`src/rtl/ysyx_210544_wb_commit.sv`:
```
// Writeback commit queue: buffers ALU/LSU results, retires one per cycle into the regfile
// and forwards the youngest pending write to the rs1/rs2 readers.
module ysyx_210544_wb_commit #(
   parameter int unsigned DEPTH = 4,
   parameter int unsigned XLEN  = 64
) (
   input  logic            clk,
   input  logic            rst,
   input  logic            i_alu_valid,
   output logic            o_alu_ready,
   input  logic [4:0]      i_alu_rd,
   input  logic [XLEN-1:0] i_alu_data,
   input  logic            i_lsu_valid,
   output logic            o_lsu_ready,
   input  logic [4:0]      i_lsu_rd,
   input  logic [XLEN-1:0] i_lsu_data,
   input  logic            i_wr_stall,
   output logic [4:0]      o_rd,
   output logic            o_rd_wen,
   output logic [XLEN-1:0] o_rd_data,
   input  logic [4:0]      i_rs1,
   input  logic [4:0]      i_rs2,
   output logic            o_rs1_hit,
   output logic            o_rs2_hit,
   output logic [XLEN-1:0] o_rs1_fwd,
   output logic [XLEN-1:0] o_rs2_fwd,
   output logic [31:0]     o_wb_cnt,
   output logic            o_empty
);

   localparam int unsigned AW = $clog2(DEPTH);
   localparam int unsigned PW = AW + 1;

   logic [PW-1:0]   wr_ptr_q, rd_ptr_q, cnt;
   logic [4:0]      rd_mem_q   [DEPTH];
   logic [XLEN-1:0] data_mem_q [DEPTH];
   logic [31:0]     wb_cnt_q;

   logic            empty, full, accept, push, pop;
   logic [4:0]      push_rd;
   logic [XLEN-1:0] push_data;
   logic [AW-1:0]   head;

   assign empty = (wr_ptr_q == rd_ptr_q);
   assign full  = (wr_ptr_q[AW] != rd_ptr_q[AW]) &&
                  (wr_ptr_q[AW-1:0] == rd_ptr_q[AW-1:0]);
   assign cnt   = wr_ptr_q - rd_ptr_q;
   assign head  = rd_ptr_q[AW-1:0];

   // LSU wins; ready is derived from full only, never from a same-cycle pop.
   assign accept    = (i_lsu_valid | i_alu_valid) & ~full;
   assign push_rd   = i_lsu_valid ? i_lsu_rd   : i_alu_rd;
   assign push_data = i_lsu_valid ? i_lsu_data : i_alu_data;
   assign push      = accept & (push_rd != 5'd0);
   assign pop       = ~empty & ~i_wr_stall;

   // rst gating keeps readys and empty low while reset is held.
   assign o_lsu_ready = rst & ~full;
   assign o_alu_ready = rst & ~full & ~i_lsu_valid;
   assign o_empty     = rst & empty;
   assign o_rd_wen    = pop;
   assign o_rd        = empty ? 5'd0 : rd_mem_q[head];
   assign o_rd_data   = empty ? '0   : data_mem_q[head];
   assign o_wb_cnt    = wb_cnt_q;

   always_ff @(posedge clk or negedge rst) begin
      if (!rst) begin
         wr_ptr_q <= '0;
         rd_ptr_q <= '0;
         wb_cnt_q <= '0;
         for (int i = 0; i < int'(DEPTH); i++) begin
            rd_mem_q[i]   <= '0;
            data_mem_q[i] <= '0;
         end
      end else begin
         if (push) begin
            rd_mem_q[wr_ptr_q[AW-1:0]]   <= push_rd;
            data_mem_q[wr_ptr_q[AW-1:0]] <= push_data;
            wr_ptr_q                     <= wr_ptr_q + PW'(1);
         end
         if (pop) begin
            rd_ptr_q <= rd_ptr_q + PW'(1);
            wb_cnt_q <= wb_cnt_q + 32'd1;
         end
      end
   end

   // Walk oldest to youngest so the last match is the youngest pending write.
   always_comb begin
      logic [AW-1:0] slot;
      slot      = '0;
      o_rs1_hit = 1'b0;
      o_rs2_hit = 1'b0;
      o_rs1_fwd = '0;
      o_rs2_fwd = '0;
      for (int unsigned i = 0; i < DEPTH; i++) begin
         slot = head + AW'(i);
         if (PW'(i) < cnt) begin
            if ((i_rs1 != 5'd0) && (rd_mem_q[slot] == i_rs1)) begin
               o_rs1_hit = 1'b1;
               o_rs1_fwd = data_mem_q[slot];
            end
            if ((i_rs2 != 5'd0) && (rd_mem_q[slot] == i_rs2)) begin
               o_rs2_hit = 1'b1;
               o_rs2_fwd = data_mem_q[slot];
            end
         end
      end
   end

endmodule

```
`config.mk`:
```
export PLATFORM = sky130hd
export DESIGN_NAME = ysyx_210544_wb_commit
export DESIGN_NICKNAME = d
export VERILOG_FILES = /design/src/rtl/ysyx_210544_wb_commit.sv
export SDC_FILE = /design/constraint.sdc
export NUM_CORES = 1
export LEC_CHECK = 0
export CORE_MARGIN = 4
export CORE_UTILIZATION = 55
export DETAILED_ROUTE_END_ITERATION = 8
export PLACE_DENSITY = 0.9
export SLEW_MARGIN = 20
export SYNTH_ARGS = -nofsm -noshare
export SYNTH_HDL_FRONTEND = slang
export SYNTH_SLANG_ARGS = --single-unit
```
`constraint.sdc`:
```
create_clock -name clk -period 5.1 [get_ports clk]
set_input_delay 0.765 -clock clk [delete_from_list [all_inputs] [get_ports clk]]
set_output_delay 0.765 -clock clk [all_outputs]
set_load 0.02 [all_outputs]
```
# Word-level counts from Yosys, hierarchy flattened
# Cells that the tools add are included.
[totals]
register_bits = 314
in_bits = 153
elab_cells = 134
out_inout_bits = 235
[op_classes]
n_eq_ne = 11
add_sub_neg = 7
muxes = 66
n_reduce_logical = 13
n_bitwise = 16
order_cmp = 10
[ops]
columns = ["cell", "n"]
rows = [
  ["2-to-1 mux 64 bit", 27],
  ["binary-select mux 64 bit (select 2 bit)", 4],
  ["bitwise mux 256 bit", 1],
  ["demux 64 bit (select 2 bit)", 1],
  ["2-to-1 mux 5 bit", 11],
  ["binary-select mux 5 bit (select 2 bit)", 4],
  ["equality test 5 bit", 8],
  ["adder 32 x 1 -> 32 bit (second input constant)", 1],
  ["bitwise mux 20 bit", 1],
  ["2-to-1 mux 1 bit", 16],
  [">= comparator 3 bit (second input constant)", 5],
  ["inverter 2 -> 3 bit", 5],
  ["nonzero test 5 bit", 3],
  ["demux 5 bit (select 2 bit)", 1],
  ["logical AND 1 bit", 10],
  ["adder 3 x 1 -> 3 bit (second input constant)", 2],
  ["bitwise AND 1 bit", 6],
  ["< comparator 1 x 3 -> 1 bit (first input constant)", 2],
  ["< comparator 2 x 3 -> 1 bit (first input constant)", 2],
  ["adder 2 bit (second input constant)", 2],
  ["inverter 1 bit", 4],
  ["equality test 3 bit", 1],
  ["< comparator 3 x 1 -> 1 bit (second input constant)", 1],
  ["subtractor 3 bit", 1],
  ["4 further kinds", 4],
]

# Logic depth before layout (Yosys ltp)
# Gate-level depths: netlist (run 1).
[depth]
word_depth = 14
mapped_depth = 15

# Worst setup path after synthesis (run 1)
# Ideal clock, no wire load.
[synth_path]
kind = "register to output"
start = "register rd_ptr_q[1]"
end = "output o_rd_data[45]"
stages_incl_launch_ff = 13
path_buffers = 7
setup_slack_ns = 1.252
t_arrival_ns = 3.083
t_required_ns = 4.335
cell_sequence = "dfrtp_1 -> buf_2 -> buf_2 -> clkbuf_1 -> clkbuf_1 -> inv_1 -> ha_1 -> and2_1 -> and2_1 -> clkbuf_1 -> clkbuf_1 -> clkbuf_1 -> nor2b_1"
[synth_via]
elab_chain_cells = 5
word_cells_on_any_way = 6
classes_between = "eq/ne: 1; mux: 4; bitwise: 1"
[synth_rtl]
columns = ["item", "line", "source"]
rows = [
  ["start: declaration", "34", "logic [PW-1:0] wr_ptr_q, rd_ptr_q, cnt;"],
  ["start signal: assignment", "82", "rd_ptr_q <= rd_ptr_q + PW'(1);"],
  ["inverter 2 -> 3 bit (implied by the code)", "63", "assign o_rd_data = empty ? '0 : data_mem_q[head];"],
  ["binary-select mux 64 bit (select 2 bit)", "63", ""],
  ["2-to-1 mux 64 bit (implied by the code) (2 in series)", "63", ""],
  ["2-to-1 mux 64 bit (*)", "63", ""],
  ["end: declaration", "20", "output logic [XLEN-1:0] o_rd_data,"],
]
# Mark *: on every way between the ends. The rest lies on a longest branch, timed or not. The select of a mux whose other input is x is not followed.

# Worst setup path after layout (run 1)
[layout_path]
start = "register rd_ptr_q[0]"
end = "output o_rs1_fwd[54]"
[layout_via]
elab_chain_cells = 14
word_cells_on_any_way = 52
classes_between = "add/sub: 4; order compare: 4; eq/ne: 4; mux: 32; bitwise: 4; reduce/logical: 4"
[layout_rtl]
columns = ["item", "line", "source"]
rows = [
  ["branches (longest 13 deep; another with adder 2 x 1 -> 2 bit)", "--", ""],
  ["2-to-1 mux 64 bit (*)", "98", "if (PW'(i) < cnt) begin"],
  ["end: declaration", "25", "output logic [XLEN-1:0] o_rs1_fwd,"],
]
# Every way passes the cells marked *. The select of a mux whose other input is x is not followed.

==> reports/summary.txt, run 1 <==
WHS -> 0.2298 ns
Largest area contributor in the netlist -> dfrtp_1
Startpoint Class -> flip-flop
Final core occ -> 68.62%
Yosys warns -> 0
Syn_nets -> 2,482
GRT Total Usage -> 33.86%
Synth Instances -> 2,320
Slew Limit Fails -> 0
Via/cell ratio -> 7.106
Gr ovfl total -> 0
Post-Syn Area -> 0.02453 mm²
Fillers -> 3,119
Initial antenna violation count -> 2
Synth Register Bits -> 314
Hold Fails Final Rpt -> 0
Largest net degree at the start of global routing -> 137
Chip Height -> 219.2 µm
RePlAce Congestion -> 0.8805
Setup violators final -> 1
Final min period -> 5.140 ns
PnR worst setup slack -> -0.03988 ns
IO buf count -> 387
Initial Util -> 55.60%
ANT nets after route -> 0
Clk slew on worst S/H paths -> 0.06 ns
Worst Setup EP -> o_rs1_fwd[54]
Seq. cell area -> 0.007865 mm²
CTS tree -> done
Drc violations -> 0
Synth Area per Inst -> 10.58 µm²
Total core area -> 0.04412 mm²
Initial DRC Count -> 3,228
Worst-path maximum fanout -> 11
Worst vdd ir -> 0.6859 mV
Sequential-to-total area share from yosys stat -> 32.03%
Area Growth Syn to Fin -> 23.41%
Failing checks -> setup timing
Beginning of the critical path -> rd_ptr_q[0]$_DFFE_PN0P_
FP Rows -> 77
Clk sinks -> 314
Post-synth top flop -> dfrtp_1
R2r endpoint -> o_wb_cnt[31]$_DFFE_PN0P_
Number of synthesized flops with an enable pin -> 0
Routed len/inst -> 26.17 µm
Maximum buffer depth of the clock tree -> 3
First-pass GRT wire length -> 128,400 µm
Multi-input logic area -> 0.01572 mm²
Die width -> 219.2 µm
Max cap viols -> 0
Layout cells sized above 1 -> 21.59%
Number of global-route vias before repair -> 23,130
Hpwl dp -> 51,980 µm
N_diodes -> 0
Worst min path class -> in2async
Setup crit end kind -> output port
Slew @ Worst Pin -> 1.056 ns
Critical path type -> reg2out
# H-tree levels -> 2
Final net count -> 2,724
Status -> finished, violations left
Root buffer cell -> clkbuf_16
Clk Latency, worst-skew pair -> 0.55 ns
Detailed Routing Iterations Pass 1 -> 7
Final Skew -> 0.01831 ns
R2R depth -> 9
Pwr Density -> 853.1 mW/mm²
Library cells used by synthesis -> 56
Worst reg2reg setup slack -> 1.34 ns
Via count -> 22,580
Post-synth top area share -> 32.03%
Tcrit/Tclk final -> 100.8%
CP arrival -> 4.37 ns
RSZ-0062 raised after global routing -> yes
I/O Pins -> 388
Synth top area cells -> dfrtp_1 (32%), mux4_2 (25%), o21ai_0 (5.7%)
Critical R2R Launch -> rd_ptr_q[1]$_DFFE_PN0P_
Worst relative slew slack -> 27.78%
Die area -> 0.04805 mm²
CTS Buf Count -> 36
Async SR Flop Fraction -> 100.0%
Fmax -> 0.1946 GHz
LEAKAGE -> 0.01245 µW
Drt total wl -> 83,130 µm
Worst Path Required -> 4.34 ns
==> worst max-delay path: stages, from the launching register on <==
cell and delay (ns):
dfrtp_4 0.51, ha_4 0.39, mux4_1 0.66, xnor2_1 0.17, nand4_1 0.12, buf_4 0.15
or2_2 0.47, a31oi_1 0.16, a211oi_1 0.51, clkdlybuf4s50_1 0.71
==> registers in the layout, summed over array words and instances (netlist names) <==
register    cells
rd_ptr_q        3
data_mem_q    256
rd_mem_q       20
o_wb_cnt       32
wr_ptr_q        3
==> final cells by class <==
class / instances / area share (%)
clock buffer: 51 / 3.463
tap: 592 / 2.446
inverter: 10 / 0.1240
timing repair buffer: 447 / 15.72
sequential: 314 / 25.98
clock inverter: 10 / 0.3513
multi-input combinational: 1753 / 51.92
==> worst min path at each step <==
stage / start / to / slack, ns
6_report: rst / data_mem_q[238]$_DFFE_PN0P_ / 0.23
4_1_cts: rst / data_mem_q[238]$_DFFE_PN0P_ / 0.27
3_5_place_dp: o_wb_cnt[31]$_DFFE_PN0P_ / o_wb_cnt[31]$_DFFE_PN0P_ / 0.47
3_3_place_gp: o_wb_cnt[14]$_DFFE_PN0P_ / o_wb_cnt[14]$_DFFE_PN0P_ / 0.47
5_1_grt: rst / data_mem_q[238]$_DFFE_PN0P_ / 0.29
2_1_floorplan: rst / data_mem_q[0]$_DFFE_PN0P_ / 0.47
==> kinds of logic (layout without fill, tap and decap cells) <==
logic type / after synthesis / in the layout / share of synthesized area, %
simple gates: 769 / 771 / 14.54
mux: 352 / 352 / 28.58
fa+ha+maj: 9 / 9 / 0.4896
compound gates: 544 / 544 / 16.61
flops: 314 / 314 / 32.03
xor+xnor: 77 / 77 / 2.897
buf+inv: 255 / 518 / 4.850
==> per-stage QoR <==
stage | cells | power [µW] | TNS, ns | setup slack (ns) | instance area (µm²)
finish | 3177 | 25830 | -0.03988 | -0.03988 | 30280
global route | 3177 | 27100 | -0.1599 | -0.06448 | 30280
CTS | 3174 | 25490 | -0.02684 | -0.01213 | 30070
detailed placement | 3105 | 22650 | 0 | 0.2603 | 28740
global placement | 3105 | 21910 | 0 | 0.2901 | 28740
floorplan | 2320 | 16740 | 0 | 1.252 | 24530
==> placed cells by master, fill, tap and decap left out, types with 60 or more instances in the layout <==
cell type and count:
a221oi_2 60, a31oi_1 63, clkdlybuf4s50_1 331, dfrtp_1 312, mux2i_1 75, mux4_2 267
nand2_1 364, nor2_1 135, nor2b_1 70, nor3_1 70, nor3b_1 63, o21ai_0 279
o31ai_2 60
==> layer usage <==
metal	part of all wire, %	vias up	wire [µm]	global-route usage [%]
met2	49	1751	40760	56.73
met1	34	11100	28420	41.98
li1	-	9306	-	-
met3	11	417	9366	6.854
met5	0.025	-	21	0
met4	5.5	4	4570	17.08
==> cells in the mapped netlist (all sizes together) (66+ instances only) <==
cell    count
nor2b      70
mux4      276
a211oi     66
nor3       70
nor2      138
o21ai     281
dfrtp     314
clkbuf    157
mux2i      75
nand2     368
buf        88
==> repair_timing <==
action,4_1_cts,5_1_grt
resized for setup,42,54
buffers inserted,5,2
hold endpoints to repair,0,0
gates cloned,3,1
setup endpoints to repair,96,103
hold buffers,0,0
pin swaps,4,0
==> power by group <==
group	leakage (µW)	internal (µW)	switching [µW]	total [µW]
Sequential	0.00394	3620	1390	5010
Combinational	0.00794	8280	9980	18300
Clock	0.000571	1530	1030	2560
Total	0.0125	13400	12400	25800
(Power assumes the default switching activity.)
==> inputs of run 2 (changes only) <==
--- a/config.mk
+++ b/config.mk
@@ -5,6 +5,7 @@
 export SDC_FILE = /design/constraint.sdc
 export NUM_CORES = 1
 export LEC_CHECK = 0
+export CAP_MARGIN = 40
 export CORE_MARGIN = 4
 export CORE_UTILIZATION = 55
 export DETAILED_ROUTE_END_ITERATION = 8
==> run 2 against run 1 <==
  * The flow now finishes without violations
  * Die area did not move
  * Sequential share of layout area fell by 0.29 points
  * Clock power rose by 9.4%
  * Hold slack improved by 0.017 ns
  * Global-route usage rose by 0.13 points
  * Critical path depth rose by 1
  * Final cell count rose by 0.41%
  * Non-clock buffer count rose by 12
  * Clock-buffer cell count did not move
  * Routed wire length rose by 0.74%
  * Largest power group unchanged
==> reports/summary.txt, run 2 (synthesis results as in run 1) <==
Critical path type -> reg2out (unchanged)
Critical path cell sequence -> ha_4 -> mux4_1 -> xnor2_1 -> nand4_1 -> buf_6 -> buf_12 -> nor3b_1 -> a31oi_1 -> a211oi_1 -> clkdlybuf4s50_1 (was ha_4 -> mux4_1 -> xnor2_1 -> nand4_1 -> buf_4 -> or2_2 -> a31oi_1 -> a211oi_1 -> clkdlybuf4s50_1)
Worst min path class -> in2async (unchanged)
First-pass GRT wire length -> 129,400 µm (was 128,400 µm)
Clk Latency, worst-skew pair -> 0.53 ns (was 0.55 ns)
Critical R2R Launch -> rd_ptr_q[1]$_DFFE_PN0P_ (unchanged)
Switching share of power -> 47.68% (was 48.03%)
Setup violators final -> 0 (was 1)
Final Skew -> 0.01375 ns (was 0.01831 ns)
RePlAce Congestion -> 0.8805 (unchanged)
Post-CTS Hold Buffers -> 0 (unchanged)
Startpoint Class -> flip-flop (unchanged)
Initial DRC Count -> 3,128 (was 3,228)
ANT nets after route -> 0 (unchanged)
CTS Buf Count -> 36 (unchanged)
Buffers & Inverters on Critical Path -> 3 (was 2)
Pwr Density -> 855.0 mW/mm² (was 853.1 mW/mm²)
Multi-input logic area -> 0.01572 mm² (about the same)
Worst-path maximum fanout -> 37 (was 11)
Area Growth Syn to Fin -> 24.79% (was 23.41%)
Worst path top cell family by delay -> buffers and inverters (unchanged)
Drc violations -> 0 (unchanged)
Initial antenna violation count -> 2 (unchanged)
Most common cell after layout, fill and taps aside -> nand2_1 (unchanged)
Number of global-route vias before repair -> 23,420 (was 23,130)
Maximum buffer depth of the clock tree -> 3 (unchanged)
Worst Path Required -> 4.34 ns (about the same)
Chip Height -> 219.2 µm (unchanged)
CTS tree -> done (unchanged)
Top Usage Layer GRT -> met2 (unchanged)
Total core area -> 0.04412 mm² (unchanged)
Layout cells sized above 1 -> 21.75% (was 21.59%)
FP Rows -> 77 (unchanged)
Initial Util -> 55.60% (unchanged)
Clk slew on worst S/H paths -> 0.06 ns (about the same)
Combinational power share -> 70.1% (was 70.7%)
CP arrival -> 4.26 ns (was 4.37 ns)
Worst relative slew slack -> 32.19% (was 27.78%)
Detailed Routing Iterations Pass 1 -> 6 (was 7)
Via/cell ratio -> 7.106 (about the same)
Drt total wl -> 83,750 µm (was 83,130 µm)
Clk pwr share -> 10.7% (was 9.9%)
Met1 Use GR -> 41.56% (was 41.98%)
Biggest register -> data_mem_q (unchanged)
Routed len/inst -> 26.25 µm (was 26.17 µm)
Fmax -> 0.1990 GHz (was 0.1946 GHz)
Max reg flops -> 256 (unchanged)
R2R depth -> 10 (was 9)
Slew Limit Fails -> 0 (unchanged)
Gr ovfl total -> 0 (unchanged)
Crit path max-delay cell type -> clkdlybuf4s50_1 (unchanged)
Net switching power -> 12,480 µW (was 12,410 µW)
M3 GR Usage -> 8.557% (was 6.854%)
Setup TNS -> 0 ns (was -0.03988 ns)
Clk sinks -> 314 (unchanged)
Worst reg2reg setup slack -> 1.49 ns (was 1.34 ns)
Seq. cell area -> 0.007865 mm² (unchanged)
Status -> finished, final reports clean (was finished, violations left)
Fillers -> 3,079 (was 3,119)
Final min period -> 5.026 ns (was 5.140 ns)
Die width -> 219.2 µm (unchanged)
# H-tree levels -> 2 (unchanged)
I/O Pins -> 388 (unchanged)
Final net count -> 2,736 (was 2,724)
Commonest cells after routing, fill and taps aside -> nand2_1 (364), dfrtp_1 (312), clkdlybuf4s50_1 (295), o21ai_0 (279), mux4_2 (267) (was nand2_1 (364), clkdlybuf4s50_1 (331), dfrtp_1 (312), o21ai_0 (279), mux4_2 (267))
Max cap viols -> 0 (unchanged)
Largest net degree at the start of global routing -> 137 (unchanged)
Hold Fails Final Rpt -> 0 (unchanged)
Setup crit end kind -> output port (unchanged)
Die area -> 0.04805 mm² (unchanged)
Via count -> 22,670 (was 22,580)
Dpl cell area -> 0.02892 mm² (was 0.02874 mm²)
Slew @ Worst Pin -> 1.017 ns (was 1.056 ns)
LEAKAGE -> 0.01307 µW (was 0.01245 µW)
Int Pwr -> 13,700 µW (was 13,430 µW)
Worst vdd ir -> 0.7358 mV (was 0.6859 mV)
Hpwl dp -> 53,310 µm (was 51,980 µm)
IO buf count -> 387 (unchanged)
Tcrit/Tclk final -> 98.55% (was 100.8%)
GRT Total Usage -> 33.98% (was 33.86%)
Crit-path max cell delay -> 0.66 ns (was 0.71 ns)
Crit. path cell count -> 10 (was 9)
N_diodes -> 0 (unchanged)
Post-layout instance area -> 0.03062 mm² (was 0.03028 mm²)
Share of total power in sequential cells -> 19.2% (was 19.4%)
GR Util met2 -> 55.91% (was 56.73%)
R2r endpoint -> o_wb_cnt[31]$_DFFE_PN0P_ (unchanged)
Root buffer cell -> clkbuf_16 (unchanged)
Tot Pwr -> 26,180 µW (was 25,830 µW)
[run 2: changes by cell type in the layout (fill, tap and decap cells not counted), sizes merged]
cell           before  now
dlymetal6s2s       34   57
dlygate4sd2        19   32
buf                61   73
clkinvlp            1    0
clkdlybuf4s50     331  295
bufinv              2    7
clkinv              7    4
[run 2: cell type report]
class / instances / share of cell area [%]
Multi-Input combinational cell: 1753 / 51.33
Sequential cell: 314 / 25.69
Timing Repair Buffer: 459 / 16.31
Clock buffer: 51 / 3.359
Tap cell: 592 / 2.419
Clock inverter: 11 / 0.7764
Inverter: 10 / 0.1226
[run 2: power by group through the flow]
stage	Clock, µW	Combinational [µW]	Sequential (µW)
floorplan	0	12200	4520
global placement	0	17200	4740
detailed placement	0	17900	4970
CTS	2820	18100	4950
global route	2930	19400	5170
finish	2800	18400	5020
[run 2: worst max-delay path by stage]
stage / start / endpoint / slack, ns
floorplan: rd_ptr_q[1]$_DFFE_PN0P_ / o_rd_data[45] / 1.25
global placement: i_rs2[0] / o_rs2_fwd[1] / 0.29
detailed placement: rd_ptr_q[1]$_DFFE_PN0P_ / o_rs1_fwd[0] / 0.32
CTS: rd_ptr_q[0]$_DFFE_PN0P_ / o_rs2_fwd[34] / 0.0004
global route: rd_ptr_q[0]$_DFFE_PN0P_ / o_rs1_fwd[54] / -0.05
finish: rd_ptr_q[0]$_DFFE_PN0P_ / o_rs1_fwd[35] / 0.07
[run 2: per-layer routing]
layer  routed length (µm)  vias up
met1                28390    11070
li1                     -     9318
met3                10000      432
met5                   21        -
met2                40900     1842
met4                 4439        4
[run 2: through the flow]
step           utilization [%]  std cells  hold WS, ns  setup WS, ns
6_report                 69.39       3190       0.2466       0.07390
5_1_grt                  69.39       3190       0.3120      -0.04837
4_1_cts                  68.67       3183       0.2941     0.0003624
3_5_place_dp             65.54       3114       0.4671        0.3202
3_3_place_gp             65.14       3105       0.4743        0.2901
2_1_floorplan                -       2320       0.4694         1.252
[run 2: what timing repair did]
| action | in CTS | in global routing |
|---|---|---|
| setup buffers | 5 | 3 |
| resized for setup | 49 | 77 |
| pin swaps | 4 | 0 |
| hold endpoints to repair | 0 | 0 |
| cloned | 2 | 2 |
| setup endpoints to repair | 81 | 78 |
